--- src/rtl/rf_writeback_unit_pkg.sv ---
// Shared widths and types for the register-file write-back slice.
// Optional forwarding taps are enabled with RF_WB_BYPASS_EN.
package rf_writeback_unit_pkg;

   localparam int unsigned DATA_W = 8;
   localparam int unsigned ADDR_W = 2;
   localparam int unsigned NREGS  = 2 ** ADDR_W;

   typedef logic [ADDR_W-1:0] reg_addr_t;

   typedef struct packed {
      reg_addr_t         rd;
      logic [DATA_W-1:0] data;
   } wb_req_t;

endpackage

--- src/rtl/rf_writeback_unit_if.sv ---
// Producer-side bundle of the write-back unit: result sources, issue, scoreboard, RF write port.
// With RF_WB_BYPASS_EN defined, the decode forwarding taps q_a/q_b and fwd_* are added.
interface rf_writeback_unit_if;
   import rf_writeback_unit_pkg::*;

   logic              alu_valid;
   reg_addr_t         alu_rd;
   logic [DATA_W-1:0] alu_data;

   logic              ld_valid;
   reg_addr_t         ld_rd;
   logic [DATA_W-1:0] ld_data;
   logic              ld_ready;

   logic              issue_valid;
   reg_addr_t         issue_rd;
   logic [NREGS-1:0]  pending;

   logic              wb_we;
   reg_addr_t         wb_rw;
   logic [DATA_W-1:0] wb_data;

`ifdef RF_WB_BYPASS_EN
   reg_addr_t         q_a;
   reg_addr_t         q_b;
   logic              fwd_a_hit;
   logic              fwd_b_hit;
   logic [DATA_W-1:0] fwd_a_data;
   logic [DATA_W-1:0] fwd_b_data;
`endif

   modport master (
      output alu_valid, alu_rd, alu_data,
      output ld_valid, ld_rd, ld_data,
      input  ld_ready,
      output issue_valid, issue_rd,
      input  pending,
`ifdef RF_WB_BYPASS_EN
      output q_a, q_b,
      input  fwd_a_hit, fwd_b_hit, fwd_a_data, fwd_b_data,
`endif
      input  wb_we, wb_rw, wb_data
   );

   modport slave (
      input  alu_valid, alu_rd, alu_data,
      input  ld_valid, ld_rd, ld_data,
      output ld_ready,
      input  issue_valid, issue_rd,
      output pending,
`ifdef RF_WB_BYPASS_EN
      input  q_a, q_b,
      output fwd_a_hit, fwd_b_hit, fwd_a_data, fwd_b_data,
`endif
      output wb_we, wb_rw, wb_data
   );

endinterface

--- src/rtl/rf_wb_queue.sv ---
// Synchronous FIFO of pending load results; DEPTH must be a power of two so pointers wrap naturally.
module rf_wb_queue
   import rf_writeback_unit_pkg::*;
#(
   parameter int unsigned DEPTH = 2
) (
   input  logic    clk,
   input  logic    rst,
   input  logic    push,
   input  wb_req_t push_data,
   input  logic    pop,
   output logic    full,
   output logic    empty,
   output wb_req_t head
);

   localparam int unsigned PW = $clog2(DEPTH);
   localparam logic [PW:0] FULL_CNT = (PW+1)'(DEPTH);

   wb_req_t       mem [DEPTH];
   logic [PW-1:0] wr_ptr;
   logic [PW-1:0] rd_ptr;
   logic [PW:0]   count;
   logic          push_ok;
   logic          pop_ok;

   assign full    = (count == FULL_CNT);
   assign empty   = (count == '0);
   assign push_ok = push & ~full;
   assign pop_ok  = pop & ~empty;
   assign head    = mem[rd_ptr];

   always_ff @(posedge clk) begin
      if (push_ok) begin
         mem[wr_ptr] <= push_data;
      end
   end

   always_ff @(posedge clk) begin
      if (rst) begin
         wr_ptr <= '0;
         rd_ptr <= '0;
         count  <= '0;
      end else begin
         if (push_ok) begin
            wr_ptr <= wr_ptr + 1'b1;
         end
         if (pop_ok) begin
            rd_ptr <= rd_ptr + 1'b1;
         end
         if (push_ok && !pop_ok) begin
            count <= count + 1'b1;
         end else if (pop_ok && !push_ok) begin
            count <= count - 1'b1;
         end
      end
   end

endmodule

--- src/rtl/rf_writeback_unit.sv ---
// Write-back stage: merges ALU and queued load results onto the RF write port and tracks pending writes.
// Define RF_WB_BYPASS_EN to expose combinational forwarding of the value being committed.
module rf_writeback_unit
   import rf_writeback_unit_pkg::*;
#(
   parameter int unsigned LQ_DEPTH = 2
) (
   input logic               clk,
   input logic               rst,
   rf_writeback_unit_if.slave bus
);

   logic              q_full;
   logic              q_empty;
   logic              q_push;
   logic              q_pop;
   wb_req_t           q_head;
   wb_req_t           ld_req;

   logic              ld_acc;
   logic              ld_bypass;

   logic              wb_we_q;
   reg_addr_t         wb_rw_q;
   logic [DATA_W-1:0] wb_data_q;
   logic [NREGS-1:0]  pending_q;
   logic [NREGS-1:0]  pending_nxt;

   // ld_ready looks only at the registered fill level, keeping alu_valid off its path.
   assign bus.ld_ready = ~rst & ~q_full;
   assign ld_acc       = bus.ld_valid & ~rst & ~q_full;
   assign ld_bypass    = ld_acc & ~bus.alu_valid & q_empty;
   assign q_push       = ld_acc & ~ld_bypass;
   assign q_pop        = ~bus.alu_valid & ~q_empty;
   assign ld_req       = '{rd: bus.ld_rd, data: bus.ld_data};

   rf_wb_queue #(
      .DEPTH (LQ_DEPTH)
   ) u_queue (
      .clk       (clk),
      .rst       (rst),
      .push      (q_push),
      .push_data (ld_req),
      .pop       (q_pop),
      .full      (q_full),
      .empty     (q_empty),
      .head      (q_head)
   );

   always_ff @(posedge clk) begin
      if (rst) begin
         wb_we_q   <= 1'b0;
         wb_rw_q   <= '0;
         wb_data_q <= '0;
      end else if (bus.alu_valid) begin
         wb_we_q   <= 1'b1;
         wb_rw_q   <= bus.alu_rd;
         wb_data_q <= bus.alu_data;
      end else if (!q_empty) begin
         wb_we_q   <= 1'b1;
         wb_rw_q   <= q_head.rd;
         wb_data_q <= q_head.data;
      end else if (ld_acc) begin
         wb_we_q   <= 1'b1;
         wb_rw_q   <= bus.ld_rd;
         wb_data_q <= bus.ld_data;
      end else begin
         wb_we_q   <= 1'b0;
      end
   end

   // Clear on commit, then set on issue so a same-edge reissue stays pending.
   always_comb begin
      pending_nxt = pending_q;
      if (wb_we_q) begin
         pending_nxt[wb_rw_q] = 1'b0;
      end
      if (bus.issue_valid) begin
         pending_nxt[bus.issue_rd] = 1'b1;
      end
   end

   always_ff @(posedge clk) begin
      if (rst) begin
         pending_q <= '0;
      end else begin
         pending_q <= pending_nxt;
      end
   end

   assign bus.wb_we   = wb_we_q;
   assign bus.wb_rw   = wb_rw_q;
   assign bus.wb_data = wb_data_q;
   assign bus.pending = pending_q;

`ifdef RF_WB_BYPASS_EN
   assign bus.fwd_a_hit  = wb_we_q && (wb_rw_q == bus.q_a);
   assign bus.fwd_b_hit  = wb_we_q && (wb_rw_q == bus.q_b);
   assign bus.fwd_a_data = wb_data_q;
   assign bus.fwd_b_data = wb_data_q;
`endif

endmodule
--- src/flat_wrapper.sv ---
// flat-port wrapper written by rule: the top's interface ports become plain ports
module rf_writeback_unit_flat import rf_writeback_unit_pkg::*;
#(
   parameter int unsigned LQ_DEPTH = 2
)
  (clk, rst, bus_alu_valid, bus_alu_rd, bus_alu_data, bus_ld_valid, bus_ld_rd, bus_ld_data, bus_ld_ready, bus_issue_valid, bus_issue_rd, bus_pending, bus_wb_we, bus_wb_rw, bus_wb_data);
  rf_writeback_unit_if bus_i ();
  input logic clk;
  input logic rst;
  input wire logic [$bits(bus_i.alu_valid)-1:0] bus_alu_valid;
  input wire logic [$bits(bus_i.alu_rd)-1:0] bus_alu_rd;
  input wire logic [$bits(bus_i.alu_data)-1:0] bus_alu_data;
  input wire logic [$bits(bus_i.ld_valid)-1:0] bus_ld_valid;
  input wire logic [$bits(bus_i.ld_rd)-1:0] bus_ld_rd;
  input wire logic [$bits(bus_i.ld_data)-1:0] bus_ld_data;
  output wire logic [$bits(bus_i.ld_ready)-1:0] bus_ld_ready;
  input wire logic [$bits(bus_i.issue_valid)-1:0] bus_issue_valid;
  input wire logic [$bits(bus_i.issue_rd)-1:0] bus_issue_rd;
  output wire logic [$bits(bus_i.pending)-1:0] bus_pending;
  output wire logic [$bits(bus_i.wb_we)-1:0] bus_wb_we;
  output wire logic [$bits(bus_i.wb_rw)-1:0] bus_wb_rw;
  output wire logic [$bits(bus_i.wb_data)-1:0] bus_wb_data;
  assign bus_i.alu_valid = bus_alu_valid;
  assign bus_i.alu_rd = bus_alu_rd;
  assign bus_i.alu_data = bus_alu_data;
  assign bus_i.ld_valid = bus_ld_valid;
  assign bus_i.ld_rd = bus_ld_rd;
  assign bus_i.ld_data = bus_ld_data;
  assign bus_ld_ready = bus_i.ld_ready;
  assign bus_i.issue_valid = bus_issue_valid;
  assign bus_i.issue_rd = bus_issue_rd;
  assign bus_pending = bus_i.pending;
  assign bus_wb_we = bus_i.wb_we;
  assign bus_wb_rw = bus_i.wb_rw;
  assign bus_wb_data = bus_i.wb_data;
  rf_writeback_unit #(.LQ_DEPTH(LQ_DEPTH)) u_core (.clk(clk), .rst(rst), .bus(bus_i));
endmodule
--- config.mk ---
export PLATFORM = sky130hd
export DESIGN_NAME = rf_writeback_unit_flat
export DESIGN_NICKNAME = d
export VERILOG_FILES = /design/src/rtl/rf_writeback_unit_pkg.sv /design/src/rtl/rf_writeback_unit_if.sv /design/src/rtl/rf_wb_queue.sv /design/src/rtl/rf_writeback_unit.sv /design/src/flat_wrapper.sv
export SDC_FILE = /design/constraint.sdc
export NUM_CORES = 1
export LEC_CHECK = 0
export ABC_AREA = 1
export CORE_UTILIZATION = 52
export DETAILED_ROUTE_END_ITERATION = 6
export PLACE_DENSITY = 0.83
export SETUP_SLACK_MARGIN = 0.15
export SKIP_CTS_REPAIR_TIMING = 1
export SYNTH_ARGS = -nofsm -noshare
export SYNTH_HDL_FRONTEND = slang
export SYNTH_SLANG_ARGS = --single-unit
--- constraint.sdc ---
create_clock -name clk -period 4 [get_ports clk]
set_input_delay 0.8 -clock clk [delete_from_list [all_inputs] [get_ports clk]]
set_output_delay 0.8 -clock clk [all_outputs]
set_load 0.02 [all_outputs]
# ---- Word-level counts from Yosys, hierarchy flattened
# Memory sizes are Yosys's and may differ from the RTL's. A register that Yosys moved wholly into a read port is not among the register bits.
# Cells that the tools add are included.
# Widths: inputs -> output; s select.
dict set report classes {
  add_sub_neg 4
  order_cmp 4
  n_eq_ne 2
  n_mux 21
  n_bitwise 17
  reduce_logical 8
}
# operator n
set ops {}
lappend ops {{$mux 8} 3}
lappend ops {{$mux 2} 5}
lappend ops {{$and 1x1->1} 9}
lappend ops {{$mux 1} 9}
lappend ops {{$mux 4} 2}
lappend ops {{$lt 2x3->1 const B} 2}
lappend ops {{$not 1->1} 5}
lappend ops {{$and 4x4->4} 1}
lappend ops {{$demux 1 s2} 2}
lappend ops {{$ge 2x1->1 const B} 2}
lappend ops {{$logic_and 1x1->1} 4}
lappend ops {{$not 4->4} 1}
lappend ops {{$or 4x4->4} 1}
lappend ops {{$ne 3x3->1 const B} 1}
lappend ops {{$add 1x1->1 const B} 2}
lappend ops {{$add 2x1->2 const B} 1}
lappend ops {{$eq 2x2->1 const B} 1}
lappend ops {{$logic_not 1->1} 2}
lappend ops {{$logic_not 2->1} 1}
lappend ops {{$reduce_bool 2->1} 1}
lappend ops {{$sub 2x1->2 const B} 1}
dict set report word_totals {
  register_bits 19
  ramBits 20
  elab_cells 64
  memories 1
}
# memory words word_bits rd rd_ports_with_merged_regs write_ports line_no
set mem_list {}
lappend mem_list {u_core.u_queue.mem 2 10 1 1 1 rf_wb_queue.sv:20} ;# wb_req_t mem [DEPTH];

# ---- Depth between registers and ports, before layout
dict set report depth {
  word_depth 12
  ltp_mapped 10
  ltp_nobuf 10
}

# ---- Hierarchy
# From an unflattened synthesis, not the netlist that was laid out.
dict set report unflattened {
  hier_cells 206
  hier_area_um2 1899.3
}
# module n_inst cells_each area_each_um2
set by_module_without_submodules {}
lappend by_module_without_submodules {rf_wb_queue 1 68 970.9}
lappend by_module_without_submodules {rf_writeback_unit 1 138 928.4}

# ---- Least setup slack after synthesis
# Ideal clock, no wire load.
dict set report synth_timing {
  kind {input port to flip-flop}
  startpoint {in rst}
  endpoint {mem u_core.u_queue.mem[0][0] in the netlist's numbering, enable pin}
  setup_ns 0.390
  arrival_time_ns 2.021
  required_time_ns 3.610
  path_slack_ns 1.589
  path_stages 5
  n_path_buf 2
  path_cell_list {buf_2 > inv_2 > nand3_2 > buf_2 > nor3_1}
}
dict set report synth_via {
  elab_chain_cells 10
}
# item line_no
set synth_lines {}
lappend synth_lines {{start: declaration} flat_wrapper.sv:9} ;# input logic rst;
lappend synth_lines {{$not 1->1 (*)} rf_writeback_unit.sv:31} ;# assign ld_acc = bus.ld_valid & ~rst & ~q_full;
lappend synth_lines {{$and 1x1->1 (*) (2 in series)} rf_writeback_unit.sv:31}
lappend synth_lines {{$and 1x1->1 (2 in series)} rf_writeback_unit.sv:32} ;# assign ld_bypass = ld_acc & ~bus.alu_valid & q_empty;
lappend synth_lines {{$not 1->1} rf_writeback_unit.sv:33} ;# assign q_push = ld_acc & ~ld_bypass;
lappend synth_lines {{$and 1x1->1 (*)} rf_writeback_unit.sv:33}
lappend synth_lines {{$and 1x1->1 (*)} rf_wb_queue.sv:29} ;# assign push_ok = push & ~full;
lappend synth_lines {{$mux 1 (*)} rf_wb_queue.sv:34} ;# if (push_ok) begin
lappend synth_lines {{$mux 1 (implied by the code) (*)} rf_wb_queue.sv:35} ;# mem[wr_ptr] <= push_data;
lappend synth_lines {{end: declaration} rf_wb_queue.sv:20}
# Mark *: on every way between the ends. The rest lies on a longest branch, timed or not.

# ---- Worst setup path in the final report
dict set report layout_timing {
  startpoint {in rst}
  endpoint {out bus_ld_ready}
}
dict set report layout_via {
  elab_chain_cells 2
}
# item line_no
set layout_lines {}
lappend layout_lines {{$not 1->1} rf_writeback_unit.sv:30} ;# assign bus.ld_ready = ~rst & ~q_full;
lappend layout_lines {{$and 1x1->1} rf_writeback_unit.sv:30}
lappend layout_lines {{end: declaration} flat_wrapper.sv:16} ;# output wire logic [$bits(bus_i.ld_ready)-1:0] bus_ld_ready;
# No other way between the ends.

==> out/results.ini <==
[run_status]
status = complete, no violations

[synthesis]
synth_area_um2 = 1770
syn_avg_cell_area_um2 = 8.39
async_reset_ff_frac = 0
ys_warn_count = 0
synth_top_family_by_area = simple AND/OR/NAND/NOR gates
syn-num-nets = 239
yosys_most_used_dff = edfxtp_1
synth_mux_area_frac = 0
synth-xor-area-share = 0.00495
synth_seq_cells = 40
synthCells = 211
synth_cell_types = 22
synth_edf_count = 20
synth_compound_area_frac = 0.0396
ys_seq_area_frac = 0.565
post_synth_fa_ha_maj_area_fraction = 0.00707
synth_simple_gate_area_frac = 0.330

[die]
start_util = 0.562
row_count = 20
io_pins = 43
dieArea_um2 = 3640
coreArea_um2 = 3150
die_y_um = 60.4
fp.dieW_um = 60.4

[clocking]
path_clk_slew_ns = 0.11
clkLatencyLatePin_ns = 0.34
cts_tree = built
cts_htree_levels = 2
root_buffer = clkbuf_4
cts.sink_count = 40
clockBufferDepth = 2
cts_buffers = 5

[sta]
fin_crit_ns = 2.97
slew_headroom = 0.441
finalCritPeriodShare = 0.742
final.setup.tns_ns = 0
fin_worst_skew_ns = 0.00468
finalSetupViolations = 0
slew_viol_final = 0
tightest_slew_ns = 0.836
hold_viol = 0
fmax_mhz = 337
rsz0062_at_grt = false

[layout]
drive_gt1_frac = 0.0549
syn_to_final_growth_pct = 27.9
final_core_util = 0.718
finalNonFillerCells = 299
antenna_cells = 0
final_net_count = 282
fill_cells = 267

[global_route]
grt_use_total = 0.242
grt_pass1_vias = 1387
grt_max_degree = 15
grt_overflow_total = 0
antenna_found_initial = 0
grt_first_pass_wirelength_um = 6200

[setup_path]
crit_required_ns = 3.20
worstPathArrival_ns = 2.17
rrSetupSlack_ns = 2.11
start_kind = input pin
setup.worst_path.end_class = output port
critPathKind = in -> out
cp_max_fo = 8

[power_and_ir_drop]
p_per_area_nw_per_um2 = 545
peakVddDrop_mv = 0.287
power.leakage_nw = 0.931

[place]
dp_hpwl_um = 2700
io_buffers = 42
dp.cells = 291
gp_congestion = 0.837

[run]
max_cap_viol_count = 0

[drt]
wl_per_cell_um = 13.0
firstDrtPassIters = 4
drc = 0
initialDrtViolationCount = 89
viasPerCell = 5.11
vias = 1529
antenna_left = 0
drt-total-wl_um = 3880

[min_path]
hold_path.class = reg -> reg

[synthesized netlist by cell type (2+ instances only)]
cell type,count,area share
a21oi_1,8,0.023
buf_2,6,0.017
dfxtp_1,20,0.23
edfxtp_1,20,0.34
inv_1,7,0.015
inv_2,3,0.0064
nand2_1,68,0.14
nand3_1,26,0.073
nand3b_1,8,0.034
nor2_1,28,0.059
nor2_2,2,0.0071
o21ai_0,5,0.014
[cell families (layout without fill, tap and decap cells)]
family	Yosys count	count (layout)
adders and majority gates	1	1
AOI/OAI and AO/OA	14	14
and+or+nand+nor	135	135
DFF	40	40
xor gates and xnor gates	1	1
buffers and inverters	20	64
[per-stage QoR]
| step | cell area, um^2 | worst slack (ns) | hold WS (ns) | total power, W |
|---|---|---|---|---|
| CTS | 2260 | 1.04 | 0.468 | 0.00124 |
| detailed placement | 2220 | 1.05 | 0.451 | 0.00105 |
| global placement | 2220 | 1.05 | 0.444 | 0.00104 |
| finish | 2260 | 1.03 | 0.469 | 0.00124 |
| floorplan | 1770 | 1.59 | 0.431 | 0.000876 |
| global route | 2260 | 0.994 | 0.513 | 0.00132 |
[worst max-delay path: stages]
cell             delay [ns]
clkdlybuf4s50_1        0.56
a21oi_1                0.18
clkdlybuf4s50_1        0.62
[where the power goes]
group | total (W) | leakage, nW | switching (W) | internal [W]
logic | 0.000484 | 0.557 | 0.000284 | 0.000200
clock network | 0.000193 | 0.0269 | 0.000125 | 0.0000677
registers | 0.000558 | 0.347 | 0.0000534 | 0.000505
total | 0.00124 | 0.931 | 0.000463 | 0.000773
[final cells by class]
cell class	instances	area, um^2	share of cell area
sequential	40	1000	0.442
multi-input combinational	151	676	0.298
clock inverter	1	3.75	0.00166
timing repair buffer	45	443	0.196
tap	44	55.1	0.0243
inverter	11	41.3	0.0182
clock buffer	7	45.0	0.0199
[registers in the layout (all words and copies together), names as in the netlist, named ones only]
signal	flops
u_core.u_queue.mem	20
u_core.u_queue.rd_ptr	1
u_core.bus.wb_rw	2
u_core.u_queue.wr_ptr	1
u_core.bus.pending	4
u_core.u_queue.count	2
u_core.bus.wb_we	1
u_core.bus.wb_data	8
[worst paths after layout]
kind	from	endpoint	cells past startpoint
setup / recovery	rst	bus_ld_ready	3
hold / removal	u_core.u_queue.rd_ptr$_SDFFE_PP0P_	u_core.u_queue.rd_ptr$_SDFFE_PP0P_	1
setup reg to reg	u_core.u_queue.count[0]$_SDFFE_PP0P_	u_core.u_queue.count[1]$_SDFFE_PP0P_	8
hold reg to reg	u_core.u_queue.rd_ptr$_SDFFE_PP0P_	u_core.u_queue.rd_ptr$_SDFFE_PP0P_	1
[per-layer routing]
metal	vias up	track usage	part of all wire
met5	-	0	0
met4	0	0.136	0.0075
met3	4	0.0490	0.040
met2	41	0.383	0.50
met1	701	0.310	0.45
li1	783	-	-
[layout by cell type (no fill, tap or decap), drive strengths merged]
cell and instances:
xor2 1, edfxtp 20, nand3 27, clkbuf 7, nor2 30, nand2 68
ha 1, nand3b 8, dfxtp 20, a21oi 8, clkinv 2, nor3 1
inv 10, and2 1, o21ai 6, buf 3, clkdlybuf4s50 42
No activity file was read; power rests on OpenSTA's default activity.
